File: config.mk
export PLATFORM = sky130hd
export DESIGN_NAME = issue_queue
export DESIGN_NICKNAME = d
export VERILOG_FILES = /design/src/rtl/issue_queue.sv
export SDC_FILE = /design/constraint.sdc
export NUM_CORES = 1
export LEC_CHECK = 0
export ABC_AREA = 1
export CAP_MARGIN = 10
export CORE_ASPECT_RATIO = 1.75
export CORE_MARGIN = 3
export CORE_UTILIZATION = 60
export DETAILED_ROUTE_END_ITERATION = 7
export GPL_ROUTABILITY_DRIVEN = 1
export PLACE_DENSITY = 0.84
export SLEW_MARGIN = 15
export SYNTH_ARGS = -nofsm -noshare
export SYNTH_HDL_FRONTEND = slang
export SYNTH_SLANG_ARGS = --single-unit
File: constraint.sdc
create_clock -name clk -period 14.34 [get_ports clk]
set_input_delay 3.585 -clock clk [delete_from_list [all_inputs] [get_ports clk]]
set_output_delay 3.585 -clock clk [all_outputs]
set_load 0.02 [all_outputs]
File: src/rtl/issue_queue.sv
// issue_queue: DEPTH-entry instruction buffer between an issuer and decode.
// Both sides use a toggle/level handshake whose inputs are synchronised into
// the clk domain. Supports flush (branch redirect) and reports occupancy.
//
// Ports:
//   clk        - clock, all state updates on rising edge
//   reset      - asynchronous, active-high reset
//   dataIn     - word from issuer, stable while readyIn is high
//   readyIn    - issuer word valid (level, return-to-zero, asynchronous)
//   triggerOut - request to issuer, each toggle asks for one word
//   dataOut    - head entry to decode
//   readyOut   - head valid to decode
//   triggerIn  - decode pop, each toggle consumes the head (asynchronous)
//   flush      - synchronous one-cycle pulse, empties the queue
//   count      - occupancy, 0..DEPTH
module issue_queue #(
   parameter int unsigned DATA_WIDTH  = 32,
   parameter int unsigned DEPTH       = 4,
   parameter int unsigned ADDR_W      = 2,
   parameter int unsigned SYNC_STAGES = 2
) (
   input  logic                  clk,
   input  logic                  reset,
   input  logic [DATA_WIDTH-1:0] dataIn,
   input  logic                  readyIn,
   output logic                  triggerOut,
   output logic [DATA_WIDTH-1:0] dataOut,
   output logic                  readyOut,
   input  logic                  triggerIn,
   input  logic                  flush,
   output logic [ADDR_W:0]       count
);

   typedef enum logic [1:0] {
      IDLE,
      WAIT_LO,
      WAIT_HI
   } up_state_t;

   localparam logic [ADDR_W:0]   FULL     = (ADDR_W+1)'(DEPTH);
   localparam logic [ADDR_W:0]   CNT_ONE  = (ADDR_W+1)'(1);
   localparam logic [ADDR_W-1:0] PTR_ONE  = ADDR_W'(1);

   up_state_t               state;
   logic [SYNC_STAGES-1:0]  rdy_sync;
   logic [SYNC_STAGES-1:0]  trg_sync;
   logic                    rdy_s;
   logic                    trg_s;
   logic [DATA_WIDTH-1:0]   mem [DEPTH];
   logic [ADDR_W-1:0]       wr_ptr;
   logic [ADDR_W-1:0]       rd_ptr;
   logic                    trig_phase;
   logic                    drop_next;

   logic                    arrive;
   logic                    capture;
   logic                    pop;
   logic [ADDR_W:0]         cnt_nxt;

   assign rdy_s = rdy_sync[SYNC_STAGES-1];
   assign trg_s = trg_sync[SYNC_STAGES-1];

   // readyOut uses raw triggerIn so it drops the same cycle decode toggles.
   assign readyOut = (count != '0) && (triggerIn == trig_phase);
   assign dataOut  = mem[rd_ptr];

   always_comb begin
      arrive  = (state == WAIT_HI) && rdy_s;
      // An arriving word answering a pre-flush request is discarded, and
      // flush itself wins over any same-cycle capture or pop.
      capture = arrive && !drop_next && !flush;
      pop     = (trg_s != trig_phase) && (count != '0) && !flush;
      cnt_nxt = count;
      if (flush) begin
         cnt_nxt = '0;
      end else begin
         case ({capture, pop})
            2'b10:   cnt_nxt = count + CNT_ONE;
            2'b01:   cnt_nxt = count - CNT_ONE;
            default: cnt_nxt = count;
         endcase
      end
   end

   always_ff @(posedge clk or posedge reset) begin
      if (reset) begin
         rdy_sync   <= '0;
         trg_sync   <= '0;
         state      <= WAIT_HI;
         triggerOut <= 1'b0;
         trig_phase <= 1'b0;
         drop_next  <= 1'b0;
         wr_ptr     <= '0;
         rd_ptr     <= '0;
         count      <= '0;
         for (int unsigned i = 0; i < DEPTH; i++) begin
            mem[i[ADDR_W-1:0]] <= '0;
         end
      end else begin
         rdy_sync <= {rdy_sync[SYNC_STAGES-2:0], readyIn};
         trg_sync <= {trg_sync[SYNC_STAGES-2:0], triggerIn};
         count    <= cnt_nxt;

         if (capture) begin
            mem[wr_ptr] <= dataIn;
            wr_ptr      <= wr_ptr + PTR_ONE;
         end

         if (flush) begin
            rd_ptr     <= wr_ptr;
            trig_phase <= trg_s;
         end else if (pop) begin
            rd_ptr     <= rd_ptr + PTR_ONE;
            trig_phase <= trg_s;
         end

         // A request outstanding at flush time answers with stale data.
         if (flush && (state != IDLE)) begin
            drop_next <= 1'b1;
         end else if (arrive && drop_next) begin
            drop_next <= 1'b0;
         end

         case (state)
            IDLE: begin
               if (count != FULL) begin
                  triggerOut <= ~triggerOut;
                  state      <= WAIT_LO;
               end
            end
            WAIT_LO: begin
               if (!rdy_s) begin
                  state <= WAIT_HI;
               end
            end
            WAIT_HI: begin
               if (rdy_s) begin
                  if (cnt_nxt != FULL) begin
                     triggerOut <= ~triggerOut;
                     state      <= WAIT_LO;
                  end else begin
                     state <= IDLE;
                  end
               end
            end
            default: state <= WAIT_HI;
         endcase
      end
   end

endmodule

==> results.cfg <==
[setup_path]
r2r_slack_ns = 11.32
crit_slowest_cell = clkdlybuf4s50_1
worstReg2RegEnd = triggerOut
cp.arrival_ns = 4.93
rr_startpoint = state[1]
cp_max_fo = 2
path_cells = clkdlybuf4s50_1, xor2_1, a31oi_1, clkdlybuf4s50_1
cp_num_buf_inv = 2
crit_cells = 4
critPathTopFamily = buffers and inverters
cp-start-kind = input port
setup.worst_path.end_class = output pin
worst_r2r_path_depth = 14
critPathMostFrequentCell = clkdlybuf4s50_1
required_ns = 10.76
cp_slowest_stage_delay_ns = 0.62
crit_end = readyOut
startpoint = triggerIn
crit_type = input port to output pin

[synthesis]
synthAdderAreaFrac = 0.0127
synth-simple-area-share = 0.151
ys_types = 27
syn_nets = 765
ys_warn_count = 0
synth_xor_area_frac = 0.00404
yosysTopAreaCellShare = 0.550
yosysTopAreaCell = dfrtp_1
synth.area.mux_share = 0.00173
ys_ff_latch = 144
synth_top_family_by_area = compound AO/OA/AOI/OAI gates
ys_seq_area_frac = 0.554
synth_area_leaders = dfrtp_1, nand2_1, o21ai_1, o21ai_0, nor2_1
syn_area_per_cell_um2 = 9.01
synth_area_um2 = 6510
synthCells = 722
synth_compound_area_frac = 0.194

[pwr]
internal_power_mw = 1.07
p_switching_uw = 606
swShare = 0.362
combPwrFrac = 0.357
power_density_nw_per_um2 = 219
seq_power_share = 0.391
p_leak_nw = 3.61
p_clk_frac = 0.252
ir_worst_vdd_v = 0.000139

[die]
dieArea_um2 = 12200
fp.dieW_um = 84.7
die_y_um = 144
io_pins = 74
rows = 49
core_area_um2 = 10400
initial_utilization = 0.624

[global_route]
grt_pass1_vias = 5252
antenna_found_initial = 0
grt_pass1_wl_um = 24300
grt_remaining_overflow = 0
grt_max_degree = 75
gr-usage-all-layers = 0.254

[clock_network]
cts.repair.resized = 0
insertion_delay_ns = 0.42
cts.hold.buffers_added = 0
postCtsSetupBuffers = 0
cts_tree = yes
clk_pin_slew_ns = 0.05
cts.sinks = 144
clockBufferDepth = 2
cts_made_buffers = 17
h-tree-depth = 4
root_buffer = clkbuf_16

[sta]
hold-worst-slack_ns = 0.346
fmax_mhz = 117
postLayoutSetupSlackWorst_ns = 5.82
worst_pin_slew_ns = 1.15
setup_violations = 0
min_period_ns = 8.52
finalSetupTns_ns = 0
fin_crit_sh = 0.594
maxSlewHeadroom = 0.230
finalHoldViolations = 0
fin_worst_skew_ns = 0.00987
slew_violations = 0
rsz0062_at_grt = no

[finish]
synthToLayoutAreaGrowth_pct = 17.6
n_antenna_cell = 0
layout_common_cells = nand2_1, dfrtp_1, o21ai_1
nNetsFinal = 815
final_common_cell = nand2_1
drive_gt1_frac = 0.0854

[drt]
wire_per_inst_um = 16.1
vias_per_cell = 5.77
post-route-drc-count = 0
ant_nets = 0
vias = 5263
dr.pass1.iters = 6
drt_iter0_markers = 472
routed_wl_um = 14700

[place]
dp_hpwl_um = 8430
place.port_buffers = 73
preCtsSetupSlack_ns = 5.82
gp_congestion = 0.774

[run_status]
status = finished, final reports clean

[job]
maxCapViolCount = 0

[min_path]
hold_path_class = flip-flop to flip-flop
==> power by group through the flow <==
| stage | registers (mW) | logic [mW] | clock network, mW |
|---|---|---|---|
| global route | 0.673 | 0.661 | 0.444 |
| global placement | 0.645 | 0.572 | 0 |
| floorplan | 0.616 | 0.409 | 0 |
| finish | 0.655 | 0.598 | 0.421 |
| detailed placement | 0.655 | 0.594 | 0 |
| CTS | 0.651 | 0.600 | 0.425 |
==> worst min-delay path by stage <==
stage / startpoint / cells after the start / slack, ns / to
after floorplan: rdy_sync[0] / 0 / 0.33 / rdy_sync[1]
after global placement: trg_sync[0] / 0 / 0.34 / trg_sync[1]
after detailed placement: trg_sync[0] / 0 / 0.33 / trg_sync[1]
after CTS: trg_sync[0] / 0 / 0.35 / trg_sync[1]
after global routing: rdy_sync[0] / 0 / 0.36 / rdy_sync[1]
final: trg_sync[0] / 0 / 0.35 / trg_sync[1]
==> per-layer routing <==
layer | wire length (µm) | global-route usage | vias to the layer above | part of all wire
met4 | 298 | 0.0942 | 0 | 0.020
met1 | 5680 | 0.291 | 2550 | 0.39
met2 | 7900 | 0.456 | 204 | 0.54
li1 | - | - | 2487 | -
met5 | 0 | 0 | - | 0
met3 | 843 | 0.0614 | 22 | 0.057
==> state kept, by name, indices dropped and copies added, names as in the netlist <==
signal      flops
rd_ptr          2
state           2
triggerOut      1
count           3
wr_ptr          2
trig_phase      1
mem           128
trg_sync        2
drop_next       1
rdy_sync        2
==> worst reg2reg max path, cell delays in order (launching register included) <==
cell and delay (ns):
dfstp_2 0.55, inv_2 0.05, nor2_2 0.11, nand2_2 0.09, nor3_4 0.46, inv_1 0.11, ha_1 0.28, fa_1 0.46
or2_2 0.30, nand3_1 0.09, nand2_1 0.07, inv_1 0.08, nand3_1 0.10, nand3_1 0.09, nand2_1 0.06
==> stage by stage <==
stage	cell area [µm²]	instances	utilization	power, mW
2_1_floorplan	6510	722	-	1.02
3_3_place_gp	7070	880	0.679	1.22
3_5_place_dp	7070	880	0.679	1.25
4_1_cts	7650	912	0.734	1.68
5_1_grt	7660	912	0.735	1.78
6_report	7660	912	0.735	1.67
==> cells in the mapped netlist <==
| library cell | number |
|---|---|
| nand2_1 | 152 |
| dfrtp_1 | 143 |
| o21ai_1 | 108 |
| nor2_1 | 72 |
| o21ai_0 | 66 |
| inv_1 | 51 |
| o22ai_1 | 32 |
| buf_6 | 24 |
| o21ai_2 | 20 |
| clkbuf_1 | 19 |
| nand3_1 | 9 |
| ha_1 | 5 |
| nand2_4 | 4 |
| xor2_1 | 3 |
| nand4_1 | 2 |
| a31oi_1 | 1 |
| buf_1 | 1 |
| dfstp_2 | 1 |
| fa_1 | 1 |
| inv_2 | 1 |
| mux2_2 | 1 |
| nand2_2 | 1 |
| nor2_2 | 1 |
| nor3_1 | 1 |
| nor3_4 | 1 |
| o211ai_1 | 1 |
| or2_2 | 1 |
==> cells by family after synthesis <==
| family | Yosys count |
|---|---|
| simple gates | 244 |
| compound gates | 228 |
| flops | 144 |
| buf+inv | 96 |
| fa+ha+maj | 6 |
| xor+xnor | 3 |
| mux | 1 |
==> cell type report <==
class	count	area, µm²
clock buffers	23	498
flip-flops and latches	144	3610
multi-input cells	482	2360
inverters	52	200
fillers	740	2770
clock inverters	9	81.3
well taps	127	159
repair buffers	75	746
Note: power is estimated with default switching activity, not from simulation.
